[src/rtl/input_mux_sequencer.sv]
// Input-side bit-width mux sequencer.
// Pulls 32-bit words from the input buffer, holds each word, and steps the
// phase select through 1, 2 or 4 phases depending on the weight bitwidth,
// presenting {word, phase, bitwidth} to the mux as a valid/ready stream.
//
// state | meaning
// ------+---------------------------------------------------------------
// IDLE  | no job; waits for start (ignored during the done pulse cycle)
// FETCH | buf_ready high, waiting for the next input word
// ISSUE | word held, out_valid high, stepping phases on out_ready
module input_mux_sequencer #(
  parameter int CNT_W = 16
) (
  input  logic             clk,
  input  logic             reset,
  input  logic             start,
  input  logic [1:0]       cfg_bitwidth,
  input  logic [CNT_W-1:0] cfg_num_words,
  output logic             busy,
  output logic             done,
  input  logic             buf_valid,
  output logic             buf_ready,
  input  logic [31:0]      buf_data,
  output logic [31:0]      mux_buffer,
  output logic [1:0]       mux_state,
  output logic [1:0]       mux_bitwidth,
  output logic             out_valid,
  input  logic             out_ready,
  output logic             out_last
);

  typedef enum logic [1:0] {
    IDLE  = 2'd0,
    FETCH = 2'd1,
    ISSUE = 2'd2
  } state_e;

  state_e           state_q, state_d;
  logic [1:0]       phase_q, phase_d;
  logic [1:0]       bw_q, bw_d;
  logic [CNT_W-1:0] words_left_q, words_left_d;
  logic [31:0]      buffer_q, buffer_d;
  logic             done_q, done_d;

  logic [1:0]       last_phase;
  logic             at_last;
  logic             more_words;

  // Final phase index for the latched bitwidth (8b: 1 phase, 4b: 2, 2b: 4).
  always_comb begin
    case (bw_q)
      2'b00:   last_phase = 2'd0;
      2'b01:   last_phase = 2'd1;
      default: last_phase = 2'd3;
    endcase
  end

  assign at_last    = (phase_q == last_phase);
  assign more_words = (words_left_q > CNT_W'(1));

  // Next-state, datapath-load and handshake decode.
  always_comb begin
    state_d      = state_q;
    phase_d      = phase_q;
    bw_d         = bw_q;
    words_left_d = words_left_q;
    buffer_d     = buffer_q;
    done_d       = 1'b0;
    buf_ready    = 1'b0;
    out_valid    = 1'b0;

    case (state_q)
      IDLE: begin
        // done_q high means the previous job just finished; a start landing
        // on that cycle is treated as arriving while still busy.
        if (start && !done_q) begin
          bw_d         = cfg_bitwidth;
          words_left_d = cfg_num_words;
          if (cfg_num_words == '0) begin
            done_d = 1'b1;
          end else begin
            state_d = FETCH;
          end
        end
      end

      FETCH: begin
        buf_ready = 1'b1;
        if (buf_valid) begin
          buffer_d = buf_data;
          phase_d  = 2'd0;
          state_d  = ISSUE;
        end
      end

      ISSUE: begin
        out_valid = 1'b1;
        if (out_ready) begin
          if (!at_last) begin
            phase_d = phase_q + 2'd1;
          end else begin
            words_left_d = words_left_q - CNT_W'(1);
            if (!more_words) begin
              state_d = IDLE;
              done_d  = 1'b1;
            end else begin
              // Accepting the next word on the final-phase handshake keeps
              // the output stream free of bubbles.
              buf_ready = 1'b1;
              if (buf_valid) begin
                buffer_d = buf_data;
                phase_d  = 2'd0;
              end else begin
                state_d = FETCH;
              end
            end
          end
        end
      end

      default: state_d = IDLE;
    endcase
  end

  // State and datapath registers with synchronous reset.
  always_ff @(posedge clk) begin
    if (reset) begin
      state_q      <= IDLE;
      phase_q      <= 2'd0;
      bw_q         <= 2'd0;
      words_left_q <= '0;
      buffer_q     <= 32'd0;
      done_q       <= 1'b0;
    end else begin
      state_q      <= state_d;
      phase_q      <= phase_d;
      bw_q         <= bw_d;
      words_left_q <= words_left_d;
      buffer_q     <= buffer_d;
      done_q       <= done_d;
    end
  end

  assign busy         = (state_q != IDLE);
  assign done         = done_q;
  assign mux_buffer   = buffer_q;
  assign mux_state    = phase_q;
  assign mux_bitwidth = bw_q;
  assign out_last     = out_valid & at_last & (words_left_q == CNT_W'(1));

endmodule

[config.mk]
export PLATFORM = sky130hd
export DESIGN_NAME = input_mux_sequencer
export DESIGN_NICKNAME = d
export VERILOG_FILES = /design/src/rtl/input_mux_sequencer.sv
export SDC_FILE = /design/constraint.sdc
export NUM_CORES = 1
export LEC_CHECK = 0
export CAP_MARGIN = 15
export CORE_UTILIZATION = 41
export CTS_CLUSTER_SIZE = 16
export DETAILED_ROUTE_END_ITERATION = 8
export DONT_BUFFER_PORTS = 1
export MAX_ROUTING_LAYER = met4
export PLACE_DENSITY = 0.6
export REMOVE_ABC_BUFFERS = 1
export SYNTH_ARGS = -nofsm -noshare
export SYNTH_HDL_FRONTEND = slang
export SYNTH_SLANG_ARGS = --single-unit
[constraint.sdc]
create_clock -name clk -period 4.3 [get_ports clk]
set_clock_uncertainty 0.05 [all_clocks]
set_input_delay 1.075 -clock clk [delete_from_list [all_inputs] [get_ports clk]]
set_output_delay 1.075 -clock clk [all_outputs]
set_load 0.01 [all_outputs]
==> results.json, run 1 <==
{
  "timing.rr.end": "mux_buffer[23]",
  "synth_warnings": 0,
  "cts_resized": 0,
  "final_util_pct": 44.1,
  "async_flop_share_pct": 0,
  "p_clk_share_pct": 16.1,
  "slowest_delay_ns": 0.43,
  "numPortBuffers": 0,
  "dpl-instance-area_um2": 3330,
  "antenna_found_initial": 0,
  "final_layout_size_suffix_gt1_share_pct": 6.39,
  "period_share_pct": 73.1,
  "area_growth_pct": 2.64,
  "cpMaxStageDelayCell": "dfxtp_1",
  "reg2reg_slack_ns": 1.56,
  "gr-usage-met3_pct": 5.58,
  "worstSetupStartpointType": "flip-flop",
  "drt_pass1_iterations": 4,
  "synth_commonest_cells": "55 x dfxtp_1, 55 x nand2_1, 41 x nor3_1",
  "vdd_drop_max_mv": 0.213,
  "clk_path_buf_depth": 2,
  "maxCapViolCount": 0,
  "die_area_um2": 8590,
  "vias": 3343,
  "yosys.area_share.xor_xnor_pct": 0.260,
  "core_region_area_um2": 7850,
  "synth-simple-area-share_pct": 27.6,
  "dp_hpwl_mm": 5.83,
  "routed_wl_mm": 9.23,
  "synth_top_area_share_pct": 32.7,
  "avgRoutedWirePerCell_um": 18.1,
  "cp-end-kind": "primary output",
  "cts_hold_buffers": 0,
  "worstPathArrival_ns": 2.02,
  "busiest_layer": "met2",
  "grt_max_degree": 86,
  "ys_seq_area_share_pct": 32.7,
  "cts.reportedPaths.clkPinSlew_ns": 0.11,
  "max_slew_margin_pct": 48.1,
  "finalMaxSlewViolations": 0,
  "htree_levels": 2,
  "drt_iter0_drc": 168,
  "fp.dieW_um": 92.7,
  "avgSynthCellArea_um2": 7.70,
  "die-height_um": 92.7,
  "place_congestion": 0.839,
  "ys_seq_elements": 55,
  "synth_ff_type": "dfxtp_1",
  "cts.sinks": 55,
  "switching_power_w": 0.000890,
  "cp-startpoint": "words_left_q[0]",
  "synth_cell_type_count": 52,
  "synthMuxAreaShare_pct": 1.52,
  "synth_top_area_cell": "dfxtp_1",
  "r2r_cells": 8,
  "power.internal_w": 0.00106,
  "antenna_left": 0,
  "final.setup.tns_ns": 0,
  "antenna_cells": 0,
  "holdWs_ns": 0.446,
  "critical_path_class": "flip-flop to primary output",
  "syn_inst": 438,
  "leakagePower_nw": 1.12,
  "pin_count": 96,
  "p_comb_share_pct": 40.7,
  "grt_pass1_vias": 3203,
  "grt_overflow": 0,
  "status": "finished, final reports clean",
  "switching_share_pct": 45.7,
  "synth.cell_area_um2": 3370,
  "hold_path.class": "flip-flop to flip-flop",
  "synth_fa_ha_area_share_pct": 2.60,
  "reg2reg_from": "state_q[0]",
  "setup_viol": 0,
  "crit_path_end": "buf_ready",
  "use_met2_pct": 34.4,
  "gr-usage-all-layers_pct": 22.3,
  "rsz0062_at_grt": "false",
  "hold_viol": 0,
  "worstMarginPinSlew_ns": 0.778,
  "cts_tree": "built",
  "initial_utilization_pct": 43.0,
  "cts_inserted_buffers": 5,
  "ctsRootBufferMaster": "clkbuf_8",
  "drcViolationCount": 0,
  "worstPathRequired_ns": 3.17,
  "stdcell_area_um2": 3460,
  "min_period_ns": 3.14,
  "critPathMaxFanout": 5,
  "synth_edf_count": 0,
  "power_frac_seq_pct": 43.2,
  "yosys-top-cells-area": "dfxtp_1 33%, o311ai_1 8.3%, a31oi_1 6.5%",
  "use_met1_pct": 29.4,
  "synth-compound-area-share_pct": 27.5,
  "worstPathCellList": "inv_1 > ha_1 > o211ai_1 > o2111ai_4 > a21boi_1",
  "power_density_nw_per_um2": 563,
  "max_clock_freq_ghz": 0.318,
  "nets": 468,
  "synth_top_family_by_area": "simple AND/OR/NAND/NOR gates",
  "via_per_inst": 6.57,
  "grt_pass1_wl_mm": 15.2,
  "clkLatencyLatePin_ns": 0.31,
  "row_count": 32,
  "post_cts_buffers": 0
}
==> worst min path at each step <==
stage               slack (ns)                to        startpoint  cells after the start
floorplan                 0.41  words_left_q[13]  words_left_q[13]                      2
global placement          0.43   words_left_q[8]   words_left_q[8]                      2
detailed placement        0.43  words_left_q[13]  words_left_q[13]                      2
CTS                       0.44   words_left_q[8]   words_left_q[8]                      2
global route              0.47   words_left_q[8]   words_left_q[8]                      2
finish                    0.45   words_left_q[8]   words_left_q[8]                      2
==> power by group through the flow <==
stage / sequential, W / combinational [W] / clock, W
floorplan: 0.000810 / 0.000606 / 0
global placement: 0.000849 / 0.000766 / 0
detailed placement: 0.000852 / 0.000787 / 0
CTS: 0.000842 / 0.000787 / 0.000324
global route: 0.000867 / 0.000897 / 0.000341
finish: 0.000843 / 0.000793 / 0.000313
==> metal layers <==
metal	part of all wire, %	up-vias	wire length (um)
li1	-	1627	-
met1	45	1595	4190
met4	0.80	0	74
met2	46	113	4290
met5	0	-	0
met3	7.3	8	670
==> worst max-delay path, delay by kind of cell, from the launching register on <==
| family | cells | cell delay, ns |
|---|---|---|
| buffers and inverters | 1 | 0.10 |
| adder cells (fa/ha/maj) | 1 | 0.26 |
| AO/OA/AOI/OAI | 3 | 0.90 |
| flip-flops | 1 | 0.43 |
==> logic make-up after synthesis <==
group / after synthesis
AND/OR/NAND/NOR: 181
AO/OA/AOI/OAI: 131
buffers and inverters: 58
flip-flops: 55
adder cells (fa/ha/maj): 7
multiplexers: 5
XOR/XNOR: 1
==> flip-flops by register name (all words and copies together), names as in the netlist <==
signal        cells
done              1
mux_bitwidth      2
mux_buffer       32
mux_state         2
state_q           2
words_left_q     16
==> layout by cell type, fill, tap and decap left out, types with 2 or more instances in the layout <==
cell type and instances:
a211oi_1 2, a211oi_2 2, a21o_1 2, a21oi_1 15
a22o_1 2, a31oi_1 35, buf_4 5, clkbuf_8 5
clkinv_4 2, dfxtp_1 55, ha_1 7, inv_1 12
mux2i_1 4, nand2_1 54, nand3_1 8, nand3b_1 2
nand4_1 35, nor2_1 19, nor2b_1 4, nor3_1 41
nor4_1 6, o211ai_1 2, o21a_1 3, o21ai_0 21
o22ai_1 3, o2bb2ai_1 2, o311ai_1 32, or3b_1 2
==> through the flow <==
stage | setup slack, ns | total power [W] | std cells
2_1_floorplan | 0.402 | 0.00142 | 393
3_3_place_gp | 1.56 | 0.00162 | 500
3_5_place_dp | 1.45 | 0.00164 | 500
4_1_cts | 1.13 | 0.00195 | 508
5_1_grt | 1.03 | 0.00210 | 509
6_report | 1.16 | 0.00195 | 509
==> cell type report <==
class,count,area [um^2]
fillers,823,4390
multi-input cells,325,2020
flip-flops and latches,55,1100
well taps,102,128
clock buffers,5,68.8
repair buffers,6,65.1
inverters,13,48.8
clock inverters,3,28.8
No activity file was read; power rests on OpenSTA's default activity.
==> inputs of run 2 (changes only) <==
PLACE_DENSITY = 0.62   (was 0.6)
clock period = 2.85 ns   (was 4.3 ns; I/O delays follow)
==> results.json, run 2 (synthesis results as in run 1) <==
{
  "status": "finished, final reports clean",
  "antenna_left": 0,
  "cts_hold_buffers": 0,
  "drt_pass1_iterations": 4,
  "crit_path_end": "buf_ready",
  "worstSetupStartpointType": "flip-flop",
  "vias": 3314,
  "p_comb_share_pct": 40.5,
  "max_slew_margin_pct": 57.6,
  "initial_utilization_pct": 43.0,
  "largest_reg_flops": 32,
  "min_period_ns": 2.69,
  "avgRoutedWirePerCell_um": 17.4,
  "die-height_um": 92.7,
  "multi_input_area_um2": 2030,
  "worstPathArrival_ns": 1.92,
  "fp.dieW_um": 92.7,
  "gr-usage-all-layers_pct": 21.2,
  "numPortBuffers": 0,
  "clkLatencyLatePin_ns": 0.31,
  "core_region_area_um2": 7850,
  "hold_path.class": "input port to flip-flop",
  "cts_inserted_buffers": 5,
  "grt_overflow": 0,
  "pin_count": 96,
  "maxCapViolCount": 0,
  "die_area_um2": 8590,
  "cts.reportedPaths.clkPinSlew_ns": 0.10,
  "layout_commonest_cell": "nand2_1",
  "drcViolationCount": 0,
  "regArea_um2": 1100,
  "ctsRootBufferMaster": "clkbuf_8",
  "worstPathRequired_ns": 2.09,
  "switching_power_w": 0.00134,
  "worstMarginPinSlew_ns": 0.636,
  "cp-startpoint": "words_left_q[0]",
  "switching_share_pct": 43.8,
  "dp_hpwl_mm": 5.73,
  "critPathMaxFanout": 5,
  "min_path_cells": 1,
  "grt_max_degree": 86,
  "area_growth_pct": 3.79,
  "timing.rr.end": "mux_buffer[27]",
  "clk_path_buf_depth": 2,
  "final.setup.tns_ns": 0,
  "htree_levels": 2,
  "vdd_drop_max_mv": 0.325,
  "p_clk_share_pct": 17.8,
  "routed_wl_mm": 8.95,
  "cp-end-kind": "primary output",
  "final_util_pct": 44.6,
  "layout_common_cells": "54 x nand2_1, 53 x dfxtp_1, 41 x nor3_1, 35 x nand4_1, 35 x a31oi_1",
  "period_share_pct": 94.3,
  "critical_path_class": "flip-flop to primary output",
  "row_count": 32,
  "final_layout_size_suffix_gt1_share_pct": 7.79,
  "reg2reg_slack_ns": 0.49,
  "grt_pass1_vias": 3109,
  "post_cts_buffers": 0,
  "holdWs_ns": 0.449,
  "rsz0062_at_grt": "false",
  "hold_viol": 0,
  "power.internal_w": 0.00171,
  "r2r_cells": 6,
  "reg2reg_from": "words_left_q[10]",
  "finalMaxSlewViolations": 0,
  "grt_pass1_wl_mm": 14.5,
  "antenna_found_initial": 0,
  "worst_slack_ns": 0.164,
  "fillers": 826,
  "power_density_nw_per_um2": 872,
  "cts.sinks": 55,
  "antenna_cells": 0,
  "pre_cts_slack_ns": 0.404,
  "leakagePower_nw": 1.14,
  "setup_viol": 0,
  "drt_iter0_drc": 219,
  "place_congestion": 0.889,
  "via_per_inst": 6.46,
  "max_clock_freq_ghz": 0.372,
  "power_frac_seq_pct": 41.7,
  "cts_tree": "built",
  "nets": 472,
  "fin_total_pwr_w": 0.00305
}
## run 2: changes by cell type in the layout (fill, tap and decap cells not counted), sizes merged
cell      before  now
buf            6   10
clkinv         2    0
clkinvlp       0    1
bufinv         0    1
## run 2: timing repair
item	CTS	global route
hold endpoints to repair	0	0
gates resized for setup	0	3
endpoints found under the setup margin	0	2
## run 2: worst min-delay path by stage
stage,startpoint,end,slack [ns]
finish,reset,words_left_q[1],0.45
global route,reset,words_left_q[5],0.40
CTS,reset,words_left_q[8],0.40
detailed placement,words_left_q[8],words_left_q[8],0.44
global placement,words_left_q[8],words_left_q[8],0.43
floorplan,words_left_q[13],words_left_q[13],0.41
## run 2: layout make-up
class,count,share of cell area [%]
Clock buffer,5,1.97
Inverter,13,1.39
Timing Repair Buffer,10,2.15
Sequential cell,55,31.5
Tap cell,102,3.65
Clock inverter,3,1.32
Multi-Input combinational cell,325,58.0
## run 2: per-layer routing
metal / wire (um) / global-route usage, % / vias up / part of all wire (%)
met1: 4060 / 28.0 / 1557 / 45
met4: 85 / 5.64 / 0 / 0.95
met2: 4210 / 32.6 / 117 / 47
met3: 600 / 4.93 / 5 / 6.7
li1: - / - / 1635 / -
met5: 0 / - / - / 0
## run 2: through the flow
step,cell area [um^2],std cells
2_1_floorplan,3160,393
3_3_place_gp,3370,505
3_5_place_dp,3370,505
4_1_cts,3490,513
5_1_grt,3500,513
6_report,3500,513
## run 2: critical path, stage by stage (launching register included)
cell,delay [ns]
dfxtp_2,0.40
inv_1,0.08
ha_1,0.24
o211ai_1,0.41
o2111ai_4,0.15
a21boi_1,0.18
buf_4,0.14
## run 2: power by group through the flow
stage          Clock [W]  Sequential, W  Combinational, W
2_1_floorplan          0        0.00122          0.000914
3_3_place_gp           0        0.00128           0.00119
3_5_place_dp           0        0.00128           0.00123
4_1_cts         0.000561        0.00127           0.00123
5_1_grt         0.000589        0.00131           0.00138
6_report        0.000542        0.00127           0.00124
